==> src/rtl/fp8_dot_sched_pkg.sv <==
// Shared types and FP8 (E4M3) constants for the dot-product sequencer and its benches.
package fp8_dot_sched_pkg;

  typedef enum logic [2:0] {
    ST_IDLE,
    ST_CLEAR,
    ST_ISSUE,
    ST_WAIT,
    ST_RESULT
  } state_e;

  localparam logic [7:0] FP8_ZERO = 8'h00;
  localparam logic [7:0] FP8_ONE  = 8'h38;
  localparam logic [7:0] FP8_TWO  = 8'h40;

  // Result register contents; err qualifies data (data is FP8_ZERO when err is set).
  typedef struct packed {
    logic       err;
    logic [7:0] data;
  } res_t;

endpackage

==> src/rtl/fp8_dot_sched_if.sv <==
// Command / operand / MAC / result bundle for fp8_dot_sched.
interface fp8_dot_sched_if #(
  parameter int LEN_W = 8
);
  logic             cmd_valid;
  logic             cmd_ready;
  logic [LEN_W-1:0] cmd_len;
  logic             in_valid;
  logic             in_ready;
  logic [7:0]       in_a;
  logic [7:0]       in_b;
  logic             mac_start;
  logic [7:0]       mac_a;
  logic [7:0]       mac_b;
  logic             mac_done;
  logic [7:0]       mac_acc;
  logic             mac_clr_n;
  logic             res_valid;
  logic             res_ready;
  logic [7:0]       res_data;
  logic             res_err;
  logic             busy;

  modport slave (
    input  cmd_valid, cmd_len, in_valid, in_a, in_b, mac_done, mac_acc, res_ready,
    output cmd_ready, in_ready, mac_start, mac_a, mac_b, mac_clr_n,
           res_valid, res_data, res_err, busy
  );

  modport master (
    output cmd_valid, cmd_len, in_valid, in_a, in_b, mac_done, mac_acc, res_ready,
    input  cmd_ready, in_ready, mac_start, mac_a, mac_b, mac_clr_n,
           res_valid, res_data, res_err, busy
  );
endinterface

==> src/rtl/fp8_dot_sched.sv <==
// Sequencer for one FP8 MAC: clears the accumulator, streams N operand pairs one at a
// time and returns the final accumulator, with a per-operation watchdog.
module fp8_dot_sched
  import fp8_dot_sched_pkg::*;
#(
  parameter int LEN_W   = 8,
  parameter int TIMEOUT = 64,
  parameter int TMO_W   = 7
) (
  input logic            clk,
  input logic            rst_n,
  fp8_dot_sched_if.slave bus
);

  state_e           state;
  logic [LEN_W-1:0] len_q;
  logic [LEN_W-1:0] cnt;
  logic [TMO_W-1:0] tmo;
  logic             mac_start_q;
  logic [7:0]       mac_a_q;
  logic [7:0]       mac_b_q;
  logic             mac_clr_n_q;
  logic             res_valid_q;
  res_t             res_q;

  assign bus.cmd_ready = (state == ST_IDLE);
  assign bus.in_ready  = (state == ST_ISSUE);
  assign bus.busy      = (state != ST_IDLE);
  assign bus.mac_start = mac_start_q;
  assign bus.mac_a     = mac_a_q;
  assign bus.mac_b     = mac_b_q;
  assign bus.mac_clr_n = mac_clr_n_q;
  assign bus.res_valid = res_valid_q;
  assign bus.res_data  = res_q.data;
  assign bus.res_err   = res_q.err;

  always_ff @(posedge clk or negedge rst_n) begin
    if (!rst_n) begin
      state       <= ST_IDLE;
      len_q       <= '0;
      cnt         <= '0;
      tmo         <= '0;
      mac_start_q <= 1'b0;
      mac_a_q     <= '0;
      mac_b_q     <= '0;
      mac_clr_n_q <= 1'b1;
      res_valid_q <= 1'b0;
      res_q       <= '0;
    end else begin
      // Pulses default off; clear is driven low only for the single CLEAR cycle.
      mac_start_q <= 1'b0;
      mac_clr_n_q <= 1'b1;
      case (state)
        ST_IDLE: begin
          if (bus.cmd_valid) begin
            len_q <= bus.cmd_len;
            cnt   <= '0;
            if (bus.cmd_len == '0) begin
              state       <= ST_RESULT;
              res_valid_q <= 1'b1;
              res_q       <= '{err: 1'b0, data: FP8_ZERO};
            end else begin
              state       <= ST_CLEAR;
              mac_clr_n_q <= 1'b0;
            end
          end
        end
        ST_CLEAR: state <= ST_ISSUE;
        ST_ISSUE: begin
          if (bus.in_valid) begin
            mac_a_q     <= bus.in_a;
            mac_b_q     <= bus.in_b;
            mac_start_q <= 1'b1;
            cnt         <= cnt + LEN_W'(1);
            tmo         <= '0;
            state       <= ST_WAIT;
          end
        end
        ST_WAIT: begin
          // A done arriving on the watchdog's last cycle still counts as success.
          if (bus.mac_done) begin
            if (cnt == len_q) begin
              state       <= ST_RESULT;
              res_valid_q <= 1'b1;
              res_q       <= '{err: 1'b0, data: bus.mac_acc};
            end else begin
              state <= ST_ISSUE;
            end
          end else if (tmo == TMO_W'(TIMEOUT)) begin
            state       <= ST_RESULT;
            res_valid_q <= 1'b1;
            res_q       <= '{err: 1'b1, data: FP8_ZERO};
          end else begin
            tmo <= tmo + TMO_W'(1);
          end
        end
        ST_RESULT: begin
          if (bus.res_ready) begin
            res_valid_q <= 1'b0;
            state       <= ST_IDLE;
          end
        end
        default: state <= ST_IDLE;
      endcase
    end
  end

endmodule

==> src/flat_wrapper.sv <==
// flat-port wrapper written by rule: the top's interface ports become plain ports
module fp8_dot_sched_flat import fp8_dot_sched_pkg::*;
#(
  parameter int LEN_W   = 8,
  parameter int TIMEOUT = 64,
  parameter int TMO_W   = 7
)
  (clk, rst_n, bus_cmd_valid, bus_cmd_len, bus_in_valid, bus_in_a, bus_in_b, bus_mac_done, bus_mac_acc, bus_res_ready, bus_cmd_ready, bus_in_ready, bus_mac_start, bus_mac_a, bus_mac_b, bus_mac_clr_n, bus_res_valid, bus_res_data, bus_res_err, bus_busy);
  fp8_dot_sched_if #(.LEN_W(LEN_W)) bus_i ();
  input logic clk;
  input logic rst_n;
  input wire logic [$bits(bus_i.cmd_valid)-1:0] bus_cmd_valid;
  input wire logic [$bits(bus_i.cmd_len)-1:0] bus_cmd_len;
  input wire logic [$bits(bus_i.in_valid)-1:0] bus_in_valid;
  input wire logic [$bits(bus_i.in_a)-1:0] bus_in_a;
  input wire logic [$bits(bus_i.in_b)-1:0] bus_in_b;
  input wire logic [$bits(bus_i.mac_done)-1:0] bus_mac_done;
  input wire logic [$bits(bus_i.mac_acc)-1:0] bus_mac_acc;
  input wire logic [$bits(bus_i.res_ready)-1:0] bus_res_ready;
  output wire logic [$bits(bus_i.cmd_ready)-1:0] bus_cmd_ready;
  output wire logic [$bits(bus_i.in_ready)-1:0] bus_in_ready;
  output wire logic [$bits(bus_i.mac_start)-1:0] bus_mac_start;
  output wire logic [$bits(bus_i.mac_a)-1:0] bus_mac_a;
  output wire logic [$bits(bus_i.mac_b)-1:0] bus_mac_b;
  output wire logic [$bits(bus_i.mac_clr_n)-1:0] bus_mac_clr_n;
  output wire logic [$bits(bus_i.res_valid)-1:0] bus_res_valid;
  output wire logic [$bits(bus_i.res_data)-1:0] bus_res_data;
  output wire logic [$bits(bus_i.res_err)-1:0] bus_res_err;
  output wire logic [$bits(bus_i.busy)-1:0] bus_busy;
  assign bus_i.cmd_valid = bus_cmd_valid;
  assign bus_i.cmd_len = bus_cmd_len;
  assign bus_i.in_valid = bus_in_valid;
  assign bus_i.in_a = bus_in_a;
  assign bus_i.in_b = bus_in_b;
  assign bus_i.mac_done = bus_mac_done;
  assign bus_i.mac_acc = bus_mac_acc;
  assign bus_i.res_ready = bus_res_ready;
  assign bus_cmd_ready = bus_i.cmd_ready;
  assign bus_in_ready = bus_i.in_ready;
  assign bus_mac_start = bus_i.mac_start;
  assign bus_mac_a = bus_i.mac_a;
  assign bus_mac_b = bus_i.mac_b;
  assign bus_mac_clr_n = bus_i.mac_clr_n;
  assign bus_res_valid = bus_i.res_valid;
  assign bus_res_data = bus_i.res_data;
  assign bus_res_err = bus_i.res_err;
  assign bus_busy = bus_i.busy;
  fp8_dot_sched #(.LEN_W(LEN_W), .TIMEOUT(TIMEOUT), .TMO_W(TMO_W)) u_core (.clk(clk), .rst_n(rst_n), .bus(bus_i));
endmodule
==> config.mk <==
export PLATFORM = sky130hd
export DESIGN_NAME = fp8_dot_sched_flat
export DESIGN_NICKNAME = d
export VERILOG_FILES = /design/src/rtl/fp8_dot_sched_pkg.sv /design/src/rtl/fp8_dot_sched_if.sv /design/src/rtl/fp8_dot_sched.sv /design/src/flat_wrapper.sv
export SDC_FILE = /design/constraint.sdc
export NUM_CORES = 1
export LEC_CHECK = 0
export CORE_UTILIZATION = 48
export DETAILED_ROUTE_END_ITERATION = 16
export GPL_ROUTABILITY_DRIVEN = 0
export PLACE_DENSITY_LB_ADDON = 0.12
export RECOVER_POWER = 100
export SKIP_LAST_GASP = 1
export SYNTH_ARGS = -nofsm -noshare
export SYNTH_HDL_FRONTEND = slang
export SYNTH_SLANG_ARGS = --single-unit
==> constraint.sdc <==
create_clock -name clk -period 2.6 [get_ports clk]
set_input_delay 0.52 -clock clk [delete_from_list [all_inputs] [get_ports clk]]
set_output_delay 0.52 -clock clk [all_outputs]
set_load 0.02 [all_outputs]
==> flow_metrics.tcl <==
set metrics [dict create \
    drt_drc_violations_left 0 \
    postCtsHoldBufs 0 \
    post_drt_via_cell_ratio 5.037 \
    async_flop_share_pct 100.0 \
    clock.fmax_mhz 416.9 \
    report.final.slew_viol_count 0 \
    area_growth_pct 33.20 \
    yosys.cell_types.count 41 \
    initial_utilization_pct 51.51 \
    worst_ep_required_time_ns 2.08 \
    detailroute.via_count 1909 \
    synthesis.yosys.warnings 0 \
    synth_ff_type "dfrtp_1" \
    max_slew.worst_pin.slew_ns 1.273 \
    max_slew_margin_pct 15.14 \
    final.setup.tns_ns 0 \
    critical_path_arrival_ns 1.88 \
    synth_compound_gate_area_share_pct 8.113 \
    area_share_of_fa_ha_maj_cells_after_synthesis_pct 1.493 \
    drive_gt1_share_pct 13.14 \
    antennaDiodeCount 0 \
    syn-num-nets 277 \
    grt_setup_unrepaired "false" \
    synth_top_family_by_area "simple AND/OR/NAND/NOR gates" \
    clk_path_buf_depth 2 \
    core_sq_um 4880 \
    clock_sink_count 54 \
    worstHoldPathCells 2 \
    boundary_pins 69 \
    first_global_vias 1909 \
    drt_first_iter_violations 122 \
    global_route_wire_length_before_repair_mm 8.618 \
    antenna_left 0 \
    power.static_leakage_uw 0.001617 \
    r2r.worst_path.cells 7 \
    detail_route.wl_per_cell_um 13.11 \
    synth_seq_area_share_pct 53.81 \
    fp.dieH_um 74.37 \
    cap_viol_max_count 0 \
    critPathCaptureType "output pin" \
    clock_tree.htree_level_count 2 \
    routed_wirelength_mm 4.968 \
    outcome "finished, final reports clean" \
    final_hold_viol_count 0 \
    critical_path_class "flop to output pin" \
    clock_transition_time_at_the_flip_flop_clock_pins_of_the_worst_setup_and_hold_paths_ns 0.09 \
    ir_drop_mv 0.5293 \
    placement.io_buffers 68 \
    netlist_top_cells_area "dfrtp_1, nand2_1, mux2_2, nand4_1, xor2_1" \
    pin_count_of_the_biggest_net_entering_global_routing 55 \
    layout_worst_path_cycle_share_pct 92.25 \
    timing.final.setup_violations 0 \
    detail_route.first_pass.iterations 4 \
    min-delay-path-class "flop to flop" \
    post_cts_resize_count 0 \
    power_density_over_cell_area_nw_per_um2 1007 \
    die_w_um 74.37 \
    cts_tree "built" \
    finish.net_count 352 \
    synth_xor_xnor_area_share_pct 6.620 \
    period_minus_slack_ns 2.399 \
    grtUsageTotal_pct 20.34 \
    finalInstanceArea_sq_um 3348 \
    start_kind "flop" \
    yosysTopAreaCellShare_pct 52.76 \
    skew_ns 0.005214 \
    post_synth_mux_area_share_pct 4.579 \
    yosysTopAreaCell "dfrtp_1" \
    postSynthRegisterBits 54 \
    synth_simple_gate_area_share_pct 23.00 \
    netlist_area_sq_um 2514 \
    floorplan.rows 25 \
    syn_inst 236 \
    synth-edff-count 0 \
    clk_root_buffer_cell "clkbuf_8" \
    hpwlAfterDp_mm 3.694 \
    grt.overflow.total 0 \
    crit_path_max_fo 6 \
    worst_skew_pair.late_latency_ns 0.30 \
    die_area_sq_um 5530 \
    postCtsSetupRepairBufs 0 \
    cts_buffers 5 \
    place_area_sq_um 3308 \
    post_synth.cell_area_avg_sq_um 10.65 \
    initial_antenna_violation_count 0 \
]
-- placed cells by master (no fill, tap or decap), types with 3 or more instances in the layout --
master,synthesis,routed
nand3_1,5,5
nor3_1,3,3
a21bo_2,8,8
mux2_2,8,8
dfrtp_1,53,53
nand4_1,14,14
dlygate4sd3_1,0,30
inv_1,5,6
buf_4,0,3
xor2_1,10,10
ha_1,3,3
o21ai_0,4,5
nand2b_1,4,4
nand2_1,57,57
nor2_1,15,15
clkbuf_1,2,3
and3_1,3,3
clkdlybuf4s50_1,0,37
xnor2_1,9,9
clkbuf_8,0,6
clkbuf_2,0,3
-- synth_stat cells (2+ instances only) --
library cell and number:
nor3_1 3, inv_1 5, clkbuf_1 2, nand4_1 14, xor2_1 10, xnor2_1 9
nor4_4 2, nor2_1 15, dfrtp_1 53, a21bo_2 8, ha_1 3, and2_1 2
buf_2 6, mux2_2 8, and3_1 3, a21o_1 2, o21ai_0 4, nand2_1 57
nand3_1 5, nand2b_1 4
-- stage by stage --
step / hold WS, ns / power [uW] / std cells / setup WS [ns] / utilization, %
2_1_floorplan: 0.2244 / 2348 / 236 / 0.5062 / -
3_3_place_gp: 0.4580 / 3015 / 371 / 0.1964 / 67.79
3_5_place_dp: 0.4617 / 3049 / 371 / 0.1478 / 67.79
4_1_cts: 0.2122 / 3526 / 379 / 0.1816 / 69.67
5_1_grt: 0.5033 / 3623 / 379 / 0.05957 / 68.62
6_report: 0.4730 / 3373 / 379 / 0.2014 / 68.62
-- cell type report --
cell class | count | area [sq um]
clock inverter | 1 | 5.005
multi-input combinational | 168 | 1077
clock buffer | 7 | 86.33
timing repair buffer | 76 | 720.7
tap | 67 | 83.83
fill | 412 | 1531
inverter | 6 | 22.52
sequential | 54 | 1353
-- worst max-delay path, cell delays in order (launching register included) --
cell             delay [ns]
dfrtp_1                0.46
nor3_1                 0.43
clkdlybuf4s50_1        0.69
-- worst paths after layout --
check,start,end,slack [ns]
worst max register to register,u_core.state[2]$_DFFE_PN0P_,u_core.bus.mac_b[7]$_DFFE_PN0P_,0.51
worst min-delay path,u_core.bus.mac_b[5]$_DFFE_PN0P_,u_core.bus.mac_b[5]$_DFFE_PN0P_,0.47
min in group asynchronous,rst_n,u_core.len_q[7]$_DFFE_PN0P_,0.57
max in group asynchronous,rst_n,u_core.tmo[6]$_DFFE_PN0P_,1.27
worst min register to register,u_core.bus.mac_b[5]$_DFFE_PN0P_,u_core.bus.mac_b[5]$_DFFE_PN0P_,0.47
worst max-delay path,u_core.state[0]$_DFFE_PN0P_,bus_cmd_ready,0.20
-- registers in the layout, summed over array words and instances (netlist names) --
name / flops
u_core.bus.mac_clr_n: 1
u_core.bus.mac_start: 1
u_core.len_q: 8
u_core.tmo: 7
u_core.bus.mac_a: 8
u_core.bus.res_data: 8
u_core.state: 3
u_core.bus.res_err: 1
u_core.cnt: 8
u_core.bus.res_valid: 1
u_core.bus.mac_b: 8
-- per-layer routing --
| metal | vias up | routed length (um) | GRT usage (%) |
|---|---|---|---|
| met5 | - | 0 | 0 |
| met4 | 0 | 76 | 7.128 |
| met3 | 9 | 274 | 4.472 |
| met2 | 51 | 2399 | 33.43 |
| met1 | 902 | 2218 | 26.60 |
| li1 | 947 | - | - |
-- power by group --
part	total (uW)	leakage (uW)	internal, uW	switching (uW)
clock network	469	0.0000482	215	254
logic	1550	0.000867	726	824
registers	1350	0.000701	1140	211
total	3370	0.00162	2080	1290
-- cell families after synthesis --
kind of cell / Yosys count
mux: 10
buf+inv: 14
xor+xnor: 19
fa+ha+maj: 3
compound gates: 23
flops: 54
simple gates: 113
No activity file was read; power rests on OpenSTA's default activity.
